--- src/rtl/phase_timer.sv ---
// phase_timer: prescaled interval timer that answers the sequencer's start/done handshake.
// Optional macro PHASE_TIMER_PAUSE_EN adds a timer_pause input that freezes the countdown in RUN.
`timescale 1ns/1ps
module phase_timer #(
   parameter int unsigned TICK_DIV    = 50_000_000,
   parameter int unsigned CNT_W       = 8,
   parameter int unsigned SHORT_TICKS = 3,
   parameter int unsigned MED_TICKS   = 10,
   parameter int unsigned LONG_TICKS  = 20
) (
   input  logic             clk,
   input  logic             rst_n,
   input  logic             timer_start,
   input  logic [1:0]       duration_sel,
`ifdef PHASE_TIMER_PAUSE_EN
   input  logic             timer_pause,
`endif
   output logic             timer_done,
   output logic [CNT_W-1:0] remaining,
   output logic             tick
);

   localparam int unsigned      PRE_W     = (TICK_DIV > 1) ? $clog2(TICK_DIV) : 1;
   localparam logic [PRE_W-1:0] PRE_LAST  = PRE_W'(TICK_DIV - 1);
   localparam logic [CNT_W-1:0] SHORT_CNT = CNT_W'(SHORT_TICKS);
   localparam logic [CNT_W-1:0] MED_CNT   = CNT_W'(MED_TICKS);
   localparam logic [CNT_W-1:0] LONG_CNT  = CNT_W'(LONG_TICKS);
   localparam logic [CNT_W-1:0] ONE_CNT   = CNT_W'(1);

   typedef enum logic [1:0] {
      ST_ARM,
      ST_RUN,
      ST_DONE
   } state_t;

   state_t           state_q, state_d;
   logic [PRE_W-1:0] pre_q, pre_d;
   logic [CNT_W-1:0] rem_q, rem_d;
   logic             done_q, done_d;
   logic             tick_q, tick_d;
   logic [CNT_W-1:0] load_cnt;
   logic             pause_w;

   // 2'b11 is an unused encoding and falls back to the short interval
   function automatic logic [CNT_W-1:0] decode_ticks(input logic [1:0] sel);
      case (sel)
         2'b01:   return MED_CNT;
         2'b10:   return LONG_CNT;
         default: return SHORT_CNT;
      endcase
   endfunction

`ifdef PHASE_TIMER_PAUSE_EN
   assign pause_w = timer_pause;
`else
   assign pause_w = 1'b0;
`endif

   assign load_cnt = decode_ticks(duration_sel);

   always_comb begin
      state_d = state_q;
      pre_d   = pre_q;
      rem_d   = rem_q;
      done_d  = done_q;
      tick_d  = 1'b0;
      if (timer_start) begin
         state_d = ST_ARM;
         pre_d   = '0;
         done_d  = 1'b0;
      end else begin
         case (state_q)
            ST_ARM: begin
               // duration_sel is taken here, one cycle after the start pulse
               pre_d = '0;
               if (load_cnt == '0) begin
                  state_d = ST_DONE;
                  rem_d   = '0;
                  done_d  = 1'b1;
               end else begin
                  state_d = ST_RUN;
                  rem_d   = load_cnt;
               end
            end
            ST_RUN: begin
               if (!pause_w) begin
                  if (pre_q == PRE_LAST) begin
                     pre_d  = '0;
                     tick_d = 1'b1;
                     if (rem_q <= ONE_CNT) begin
                        rem_d   = '0;
                        state_d = ST_DONE;
                        done_d  = 1'b1;
                     end else begin
                        rem_d = rem_q - ONE_CNT;
                     end
                  end else begin
                     pre_d = pre_q + 1'b1;
                  end
               end
            end
            ST_DONE: begin
               pre_d  = '0;
               rem_d  = '0;
               done_d = 1'b1;
            end
            default: begin
               state_d = ST_RUN;
               pre_d   = '0;
            end
         endcase
      end
   end

   // Reset lands in RUN so the post-reset all-red interval times out unprompted
   always_ff @(posedge clk or negedge rst_n) begin
      if (!rst_n) begin
         state_q <= ST_RUN;
         pre_q   <= '0;
         rem_q   <= SHORT_CNT;
         done_q  <= 1'b0;
         tick_q  <= 1'b0;
      end else begin
         state_q <= state_d;
         pre_q   <= pre_d;
         rem_q   <= rem_d;
         done_q  <= done_d;
         tick_q  <= tick_d;
      end
   end

   assign timer_done = done_q;
   assign remaining  = rem_q;
   assign tick       = tick_q;

endmodule

--- config.mk ---
export PLATFORM = sky130hd
export DESIGN_NAME = phase_timer
export DESIGN_NICKNAME = d
export VERILOG_FILES = /design/src/rtl/phase_timer.sv
export SDC_FILE = /design/constraint.sdc
export NUM_CORES = 1
export LEC_CHECK = 0
export ABC_AREA = 1
export CAP_MARGIN = 5
export CORE_ASPECT_RATIO = 0.9
export CORE_MARGIN = 2
export CORE_UTILIZATION = 55
export CTS_CLUSTER_SIZE = 24
export DETAILED_ROUTE_END_ITERATION = 8
export PLACE_DENSITY = 0.75
export SETUP_SLACK_MARGIN = 0.4
export SLEW_MARGIN = 20
export SYNTH_ARGS = -nofsm -noshare
export SYNTH_HDL_FRONTEND = slang
export SYNTH_SLANG_ARGS = --single-unit
--- constraint.sdc ---
create_clock -name clk -period 1.9 [get_ports clk]
set_input_delay 0.38 -clock clk [delete_from_list [all_inputs] [get_ports clk]]
set_output_delay 0.38 -clock clk [all_outputs]
set_load 0.01 [all_outputs]
### Word level (Yosys, flattened, before mapping)

Index checks and enable logic that the tools add are counted.

| word-level totals | value |
|---|---|
| bits in registers | 38 |
| output and inout port bits | 10 |
| word-level logic and storage cells | 47 |

| cells by class | value |
|---|---|
| order comparisons | 1 |
| reductions and logical operators | 7 |
| equal/unequal tests | 10 |
| multiplexer cells | 21 |
| bitwise gates (word level) | 1 |
| add/sub/neg operators | 2 |

Operators by type and width:

| kind | count |
|---|---|
| two-way mux 26 bit | 3 |
| adder 26 x 1 -> 26 bit, second input constant | 1 |
| equality test 26 bit, second input constant | 1 |
| one-hot mux 8 bit (3 select lines) | 1 |
| two-way mux 8 bit | 2 |
| one-hot mux 5 bit (2 select lines) | 1 |
| != test 3 bit, second input constant | 3 |
| less-or-equal comparator 8 x 1 -> 1 bit, second input constant | 1 |
| zero test 8 bit | 1 |
| two-way mux 2 bit | 4 |
| subtractor 8 x 1 -> 8 bit, second input constant | 1 |
| two-way mux 1 bit | 7 |
| one-hot mux 2 bit (3 select lines) | 1 |
| AND reduction 3 bit | 2 |
| two-way mux 5 bit | 1 |
| equality test 2 x 1 -> 1 bit, second input constant | 2 |
| equality test 2 bit, second input constant | 2 |
| != test 2 bit, second input constant | 2 |
| AND reduction 4 bit | 1 |
| nonzero test 4 bit | 1 |
| one-hot mux 1 bit (3 select lines) | 1 |
| nonzero test 3 bit | 1 |
| zero test 2 bit | 1 |
| NOT 1 bit | 1 |

### Depth between registers and ports, before layout

Gate-level depths: netlist of run 1.

| logic depth | value |
|---|---|
| depth after elaboration | 6 |
| gate-level depth with buffers | 11 |
| depth with buffers taken out | 10 |

### Worst setup path before layout of run 1

OpenSTA, ideal clock, no wires.

| timing | value |
|---|---|
| kind | register to register |
| start | register rem_q[0], in the netlist remaining[0] |
| end | register rem_q[6], in the netlist remaining[6] |
| required time | 1.826 ns |
| clock period less this slack | 1.778 ns |
| data arrival time | 1.704 ns |
| path slack | 0.122 ns |
| stages on the path, launching flop included | 9 |
| buffers on the path | 0 |
| cells stage by stage | dfstp_2 inv_1 ha_1 o21ai_0 nor2_1 nor2_1 nand2_1 or2_2 o21ai_2 |

| on the way | value |
|---|---|
| longest elaborated chain between the ends | 4 |
| elaborated cells on any way between the ends | 5 |
| those cells by class | add/sub: 1; order compare: 1; mux: 3 |

Ends and longest elaborated chain:

| element | RTL line | RTL |
|---|---|---|
| from (decl) | 38 | `logic [CNT_W-1:0] rem_q, rem_d;` |
| from (signal assigned) | 126 | `rem_q <= rem_d;` |
| subtractor 8 x 1 -> 8 bit or less-or-equal comparator 8 x 1 -> 1 bit (tied branches) | 95, 90 |  |
| two-way mux 8 bit (*) | 90 | `if (rem_q <= ONE_CNT) begin` |
| two-way mux 8 bit (*) | 87 | `if (pre_q == PRE_LAST) begin` |
| one-hot mux 8 bit (3 select lines) (*) | 72 | `case (state_q)` |

Every way passes the cells marked *; elsewhere a longest branch is shown, timed or not. The select of a mux whose other input is x is not followed.
A chain may end at the register's enable or synchronous reset.

### Worst setup path after layout of run 1

| timing | value |
|---|---|
| start | register pre_q[0] |
| end | register pre_q[8] |

| on the way | value |
|---|---|
| longest elaborated chain between the ends | 4 |
| elaborated cells on any way between the ends | 5 |
| those cells by class | add/sub: 1; eq/ne: 1; mux: 3 |

Ends and longest elaborated chain:

| element | RTL line | RTL |
|---|---|---|
| from (decl) | 37 | `logic [PRE_W-1:0] pre_q, pre_d;` |
| from (signal assigned) | 125 | `pre_q <= pre_d;` |
| adder 26 x 1 -> 26 bit or equality test 26 bit (tied branches) | 98, 87 |  |
| two-way mux 26 bit (*) | 87 |  |
| two-way mux 26 bit (*) | 72 |  |
| two-way mux 26 bit (*) | 67 | `if (timer_start) begin` |
| via pre_d[8] | 37 |  |

Mark *: on every way through the listed nets, which the timed path passes. The rest lies on a longest branch.

==> summary.txt, run 1 <==
Die
  • Die span in x: 73.78 um
  • Number of ports placed on the die boundary: 15
  • CORE AREA: 0.004156 mm^2
  • Chip Height: 66.80 um
  • Area of the die: 0.004928 mm^2
  • Starting Density: 57.98%
  • Site Rows: 22

Layout
  • Nets: 399
  • Multi-input gate area: 0.001700 mm^2
  • Area growth from synthesis to layout: 45.38%
  • Sequential cell area in the final layout: 960.9 um^2
  • Ratio of cells with drive above 1 in the final layout: 38.28%
  • Diodes inserted: 0
  • FILL cells: 225
  • Most common cell after layout, fill and taps aside: sky130_fd_sc_hd__nand2_1
  • Utilization after layout: 84.29%
  • Commonest cells after routing, fill and taps aside: sky130_fd_sc_hd__nand2_1 (57), sky130_fd_sc_hd__nor2_1 (42), sky130_fd_sc_hd__inv_1 (33), sky130_fd_sc_hd__buf_4 (30), sky130_fd_sc_hd__dfrtp_1 (30)

Clocking
  • Buffer levels on the longest clock path: 2
  • Library cell used as clock root buffer: sky130_fd_sc_hd__clkbuf_8
  • Insertion delay to the later sink of the worst-skew pair: 0.30 ns
  • Number of clock sinks: 38
  • Clock slew at the register clock pins of the worst setup and hold paths: 0.08 ns
  • CTS buffer count: 5
  • Number of levels in the clock H-tree: 2
  • Clock tree from TritonCTS: yes

Yosys
  • Synthesized area per cell: 7.507 um^2
  • Biggest area consumer among synthesized cells: sky130_fd_sc_hd__dfrtp_1
  • Synth cell types: 32
  • EDFF count, synth: 0
  • Netlist Area Pre-Place: 0.002410 mm^2
  • Seq/Total Area, Yosys: 39.62%
  • Net count after synthesis: 337
  • Post-synth top flop: sky130_fd_sc_hd__dfrtp_1
  • Share of flip-flops with an asynchronous set or reset after synthesis: 100.0%
  • Syn. warnings: 0
  • Post-synthesis register bit count: 38
  • Synthesized instance count: 321
  • Top cell type's share of synthesized area: 36.34%
  • Synth area leaders: sky130_fd_sc_hd__dfrtp_1 (36%), sky130_fd_sc_hd__nand2_1 (11%), sky130_fd_sc_hd__nor2_1 (9.8%)

Place
  • Placer Congestion: 0.8913
  • HPWL reported at the end of detailed placement: 3.932 mm
  • Worst setup timing slack at the placement stage: 0.1025 ns
  • Number of buffers inserted by port buffering: 14

Timing
  • Min cycle time layout: 1.692 ns
  • F_max: 0.5912 GHz
  • Setup repair after global routing missed its margin: true
  • Post-Route Skew: 0.008811 ns
  • Share of the clock period used by the worst path after layout: 89.03%
  • Max Slew Vio Count: 0
  • Total Negative Setup Slacks: 0 ns
  • Final setup vio count: 0
  • Final setup slack of the worst path: 0.2084 ns
  • Headroom to the max-slew limit: 71.85%
  • Final hold violation count: 0
  • Slew at the pin closest to its max-slew limit: 0.4222 ns

Worst setup path
  • Data required, critical path: 2.08 ns
  • Classification of the worst setup path: reg -> reg
  • Count of buffer and inverter cells on the critical path: 3
  • FF-to-FF path depth: 10
  • Launching element type of the critical path: register
  • Slowest cell on the critical path: sky130_fd_sc_hd__dfrtp_1
  • Worst path depth: 10
  • Startpoint of the worst-slack reg-to-reg timing path: pre_q[0]
  • Maximum cell stage delay along the critical path: 0.43 ns
  • Worst setup EP type: register
  • Crit-path leading delay family: simple AND/OR/NAND/NOR gates
  • Data arrival time of the critical path: 1.87 ns
  • Critical path, cell by cell: ha_4, nand3_4, nor2_4, inv_2, nor2_4, nand2_4, nand2_4, buf_12, buf_12, nor3_2
  • Startpoint of the most critical setup path: pre_q[0]
  • Largest driver fanout on the critical path: 7

Worst hold path
  • Hold crit path type: in -> async

GRT
  • Wire length of the first global-routing pass: 11.11 mm
  • Vias in the first global route: 2355
  • Pin count of the biggest net entering global routing: 23
  • Global Route Usage Sum: 30.15%
  • Overflow left after global routing: 0
  • Initial antenna violation count: 0

Detailed routing
  • Vias/cell: 5.703
  • Number of design-rule violations left by the first detailed-router iteration: 232
  • Number of remaining DRC errors: 0
  • Total via count in the routed design: 2532
  • Initial DRT Pass Iterations: 5
  • Detailed-route wire length per cell: 17.05 um
  • Total wire length after detailed routing: 7.569 mm
  • Number of nets still failing antenna checks after routing: 0

Job
  • Max-Cap Viols: 0

Power and ir drop
  • Max IR drop VDD: 1005 uV
  • Power density over cell area: 1030 mW/mm^2
  • Leakage: 1.528 nW

Run status
  • Run status: complete, no violations
[flip-flops by register name, summed over array words and instances (netlist names)]
signal      flops
state_q         2
remaining       8
timer_done      1
tick            1
pre_q          26
[per-layer routing]
| layer | GRT usage (%) | vias to the layer above | routed length (um) |
|---|---|---|---|
| met5 | 0 | - | 0 |
| li1 | - | 1151 | - |
| met2 | 45.54 | 139 | 3541 |
| met4 | 11.59 | 0 | 214 |
| met3 | 5.900 | 29 | 567 |
| met1 | 42.45 | 1213 | 3245 |
[cell usage after synthesis (2+ instances only)]
library cell and instances:
sky130_fd_sc_hd__o21ai_2 3, sky130_fd_sc_hd__dfrtp_1 35, sky130_fd_sc_hd__nand2_4 3, sky130_fd_sc_hd__a31oi_1 4, sky130_fd_sc_hd__nand3_1 21, sky130_fd_sc_hd__inv_1 38, sky130_fd_sc_hd__nor2_2 2, sky130_fd_sc_hd__nor2_1 63
sky130_fd_sc_hd__xor2_1 11, sky130_fd_sc_hd__nand2_2 5, sky130_fd_sc_hd__dfstp_2 3, sky130_fd_sc_hd__buf_6 2, sky130_fd_sc_hd__o21ai_0 7, sky130_fd_sc_hd__nor3_1 11, sky130_fd_sc_hd__nand3_2 2, sky130_fd_sc_hd__nand2_1 69
sky130_fd_sc_hd__nand4_1 7, sky130_fd_sc_hd__ha_1 11, sky130_fd_sc_hd__o21ai_1 2, sky130_fd_sc_hd__a21oi_1 6, sky130_fd_sc_hd__nor2_4 4, sky130_fd_sc_hd__nor3b_1 2
[cell families (layout without fill, tap and decap cells)]
| group | count (synthesis) | in the layout | share of synthesized area, % |
|---|---|---|---|
| and+or+nand+nor | 193 | 194 | 36.76 |
| adders and majority gates | 11 | 11 | 5.711 |
| DFF | 38 | 38 | 39.62 |
| buffers and inverters | 41 | 102 | 7.009 |
| xor gates and xnor gates | 12 | 12 | 4.361 |
| AOI/OAI and AO/OA | 26 | 27 | 6.542 |
[area by class of cell]
| cell class | instances | share of cell area, % |
|---|---|---|
| flip-flops and latches | 38 | 27.43 |
| inverters | 39 | 4.321 |
| repair buffers | 55 | 14.96 |
| clock inverters | 1 | 0.1429 |
| well taps | 60 | 2.143 |
| clock buffers | 7 | 2.464 |
| multi-input cells | 244 | 48.54 |
[where the power goes]
group | switching [mW] | internal, mW | total, mW | leakage (nW)
Sequential | 0.105 | 0.930 | 1.04 | 0.507
Combinational | 1.09 | 0.884 | 1.97 | 0.973
Clock | 0.304 | 0.293 | 0.598 | 0.0482
[through the flow]
step | total power, mW | cell area [um^2] | instances | hold WS, ns
after CTS | 3.199 | 3159 | 431 | 0.03373
after detailed placement | 2.224 | 2690 | 397 | 0.3389
after global routing | 3.801 | 3503 | 444 | 0.03024
after floorplan | 1.865 | 2447 | 321 | 0.08441
final | 3.608 | 3503 | 444 | 0.006151
after global placement | 2.204 | 2690 | 397 | 0.3405
[path summary, 6_finish.rpt]
| path | to | slack, ns |
|---|---|---|
| min in group clk | timer_done | 0.51 |
| max | pre_q[8] | 0.21 |
| max reg2reg | pre_q[8] | 0.21 |
| max in group asynchronous | remaining[1] | 1.35 |
| min reg2reg | timer_done | 0.51 |
| min | pre_q[12] | 0.006 |
[what timing repair did]
action	in CTS	in global routing
hold buffers	0	0
setup buffers	23	13
endpoints found under the setup margin	46	39
gates cloned	3	0
gates resized for setup	54	62
pin swaps	23	32
Power figures use the tool's default switching activity.
==> inputs of run 2 (changes only) <==
Settings changed: CORE_MARGIN 2 to 5.
==> run 2 against run 1 <==
- via count rose by 2.2%
- cell area fell by 1.3%
- fmax fell by 1.4%
- die area rose by 18%
- combinational power fell by 5%
- count of clock-buffer cells in the layout fell by 2
- sequential power barely moved
- clock power rose by 19%
==> summary.txt, run 2 (synthesis results as in run 1) <==
Layout
  • Diodes inserted: 0 (unchanged)
  • Most common cell after layout, fill and taps aside: sky130_fd_sc_hd__nand2_1
  • Nets: 401 (+0.50%)
  • Post-Layout Inst Area: 0.003458 mm^2 (-1.3%)
  • Commonest cells after routing, fill and taps aside: sky130_fd_sc_hd__nand2_1 (54), sky130_fd_sc_hd__nor2_1 (46), sky130_fd_sc_hd__buf_4 (33), sky130_fd_sc_hd__dfrtp_1 (31), sky130_fd_sc_hd__inv_1 (28)
  • Area growth from synthesis to layout: 43.51%
  • Final cell count without fillers: 446 (+0.45%)
  • Most flop-heavy register: pre_q
  • Max FFs per register: 26 (unchanged)
  • Utilization after layout: 83.20% (-1.1 points)
  • Ratio of cells with drive above 1 in the final layout: 39.12% (+0.84 points)

Detailed routing
  • Number of remaining DRC errors: 0 (unchanged)
  • Total wire length after detailed routing: 7.967 mm (+5.3%)
  • Detailed-route wire length per cell: 17.86 um (+4.8%)
  • Vias/cell: 5.800 (+1.7%)
  • Total via count in the routed design: 2587 (+2.2%)
  • Number of nets still failing antenna checks after routing: 0 (unchanged)
  • Number of design-rule violations left by the first detailed-router iteration: 390 (+68%)
  • Initial DRT Pass Iterations: 6 (+1)

Worst setup path
  • Data required, critical path: 2.11 ns (+0.03 ns)
  • Data arrival time of the critical path: 1.92 ns (+0.05 ns)
  • Slowest cell on the critical path: sky130_fd_sc_hd__dfrtp_1
  • Worst setup EP type: register
  • Critical path, cell by cell: ha_4, nand3_4, nor2_4, inv_2, nor2_4, nand2_4, nand2_4, buf_12, nand2_4, nand2_1, o21ai_1
  • Largest driver fanout on the critical path: 4 (-3)
  • Classification of the worst setup path: reg -> reg
  • Launching element type of the critical path: register
  • Most frequent cell on the critical path: sky130_fd_sc_hd__nand2_4
  • Maximum cell stage delay along the critical path: 0.40 ns (-0.03 ns)

Timing
  • Min cycle time layout: 1.716 ns (+0.02412 ns)
  • Total Negative Setup Slacks: 0 ns (unchanged)
  • Final hold violation count: 0 (unchanged)
  • Slew at the pin closest to its max-slew limit: 0.4787 ns (+0.05650 ns)
  • Setup repair after global routing missed its margin: true
  • Final setup vio count: 0 (unchanged)
  • Post-Route Skew: 0.01072 ns (+0.001912 ns)
  • F_max: 0.5829 GHz (-1.4%)
  • Max Slew Vio Count: 0 (unchanged)
  • Share of the clock period used by the worst path after layout: 90.30% (+1.3 points)
  • Headroom to the max-slew limit: 68.09% (-3.8 points)

Die
  • CORE AREA: 0.004156 mm^2 (unchanged)
  • Chip Height: 72.80 um (+9.0%)
  • Site Rows: 22 (unchanged)
  • Area of the die: 0.005807 mm^2 (+18%)
  • Starting Density: 57.98% (unchanged)
  • Die span in x: 79.78 um (+8.1%)
  • Number of ports placed on the die boundary: 15 (unchanged)

Power and ir drop
  • Leakage: 1.536 nW (+0.51%)
  • Power density over cell area: 1049 mW/mm^2 (+1.9%)
  • Max IR drop VDD: 949.5 uV (-5.5%)

Clocking
  • Library cell used as clock root buffer: sky130_fd_sc_hd__clkbuf_8
  • Insertion delay to the later sink of the worst-skew pair: 0.31 ns (about the same)
  • Number of clock sinks: 38 (unchanged)
  • CTS buffer count: 5 (unchanged)
  • Number of levels in the clock H-tree: 2 (unchanged)
  • Clock slew at the register clock pins of the worst setup and hold paths: 0.08 ns (about the same)
  • Clock tree from TritonCTS: yes
  • Buffer levels on the longest clock path: 2 (unchanged)

GRT
  • Initial antenna violation count: 0 (unchanged)
  • Global Route Usage Sum: 24.82% (-5.3 points)
  • Vias in the first global route: 2339 (-0.68%)
  • Wire length of the first global-routing pass: 11.14 mm (+0.24%)
  • Pin count of the biggest net entering global routing: 21 (-8.7%)
  • Overflow left after global routing: 0 (unchanged)

Job
  • Max-Cap Viols: 0 (unchanged)

Place
  • Placed insts: 397 (unchanged)
  • Placer Congestion: 0.9126 (+2.4%)
  • Number of buffers inserted by port buffering: 14 (unchanged)
  • HPWL reported at the end of detailed placement: 4.080 mm (+3.8%)
  • Area of placed instances: 0.002690 mm^2 (unchanged)

Run status
  • Run status: complete, no violations

Worst hold path
  • Hold crit path type: in -> async
[run 2: layout make-up]
cell class | count | area [um^2]
Clock buffer | 5 | 68.82
Sequential cell | 38 | 959.7
Fill cell | 216 | 698.2
Clock inverter | 3 | 40.04
Multi-Input combinational cell | 243 | 1637
Timing Repair Buffer | 58 | 529.3
Tap cell | 60 | 75.07
Inverter | 39 | 148.9
[run 2: worst paths after layout]
kind                       startpoint    endpoint  slack, ns  cells after the start
setup / recovery             pre_q[1]  state_q[1]       0.18                     11
hold / removal                  rst_n    pre_q[2]       0.02                      1
setup reg to reg             pre_q[1]  state_q[1]       0.18                     11
hold reg to reg            timer_done  timer_done       0.48                      2
max in group asynchronous       rst_n  state_q[0]       1.33                      2
min in group clk           timer_done  timer_done       0.48                      2
[run 2: what timing repair did]
action	in CTS	in global routing
setup buffers	29	10
pin swaps	13	22
cloned	1	1
setup endpoints to repair	46	38
endpoints found under the hold margin	0	0
resized for setup	61	52
hold buffers	0	0
[run 2: stage by stage]
stage / hold slack, ns / total power [mW] / setup slack (ns)
finish: 0.01579 / 3.628 / 0.1843
global route: 0.03729 / 3.834 / 0.05763
CTS: 0.04319 / 3.370 / 0.2872
detailed placement: 0.3621 / 2.232 / 0.1019
global placement: 0.3621 / 2.207 / 0.1235
floorplan: 0.08441 / 1.865 / 0.2594
[run 2: where the power goes]
part | leakage [nW] | switching (mW) | internal, mW
Combinational | 0.969 | 1.03 | 0.848
Sequential | 0.509 | 0.105 | 0.929
Clock | 0.0579 | 0.327 | 0.387
Total | 1.54 | 1.46 | 2.16
[run 2: metal layers]
layer	vias up	routed length (um)	GRT usage (%)
li1	1153	-	-
met1	1220	3150	32.45
met2	178	3713	39.76
met3	36	782	6.173
met4	0	320	9.756
met5	-	0	0
[run 2: worst max-delay path: cells and delay by family, from the launching register on]
| family | cells | cell delay, ns |
|---|---|---|
| and+or+nand+nor | 7 | 0.78 |
| adders and majority gates | 1 | 0.17 |
| AOI/OAI and AO/OA | 1 | 0.07 |
| DFF | 1 | 0.40 |
| buffers and inverters | 2 | 0.20 |
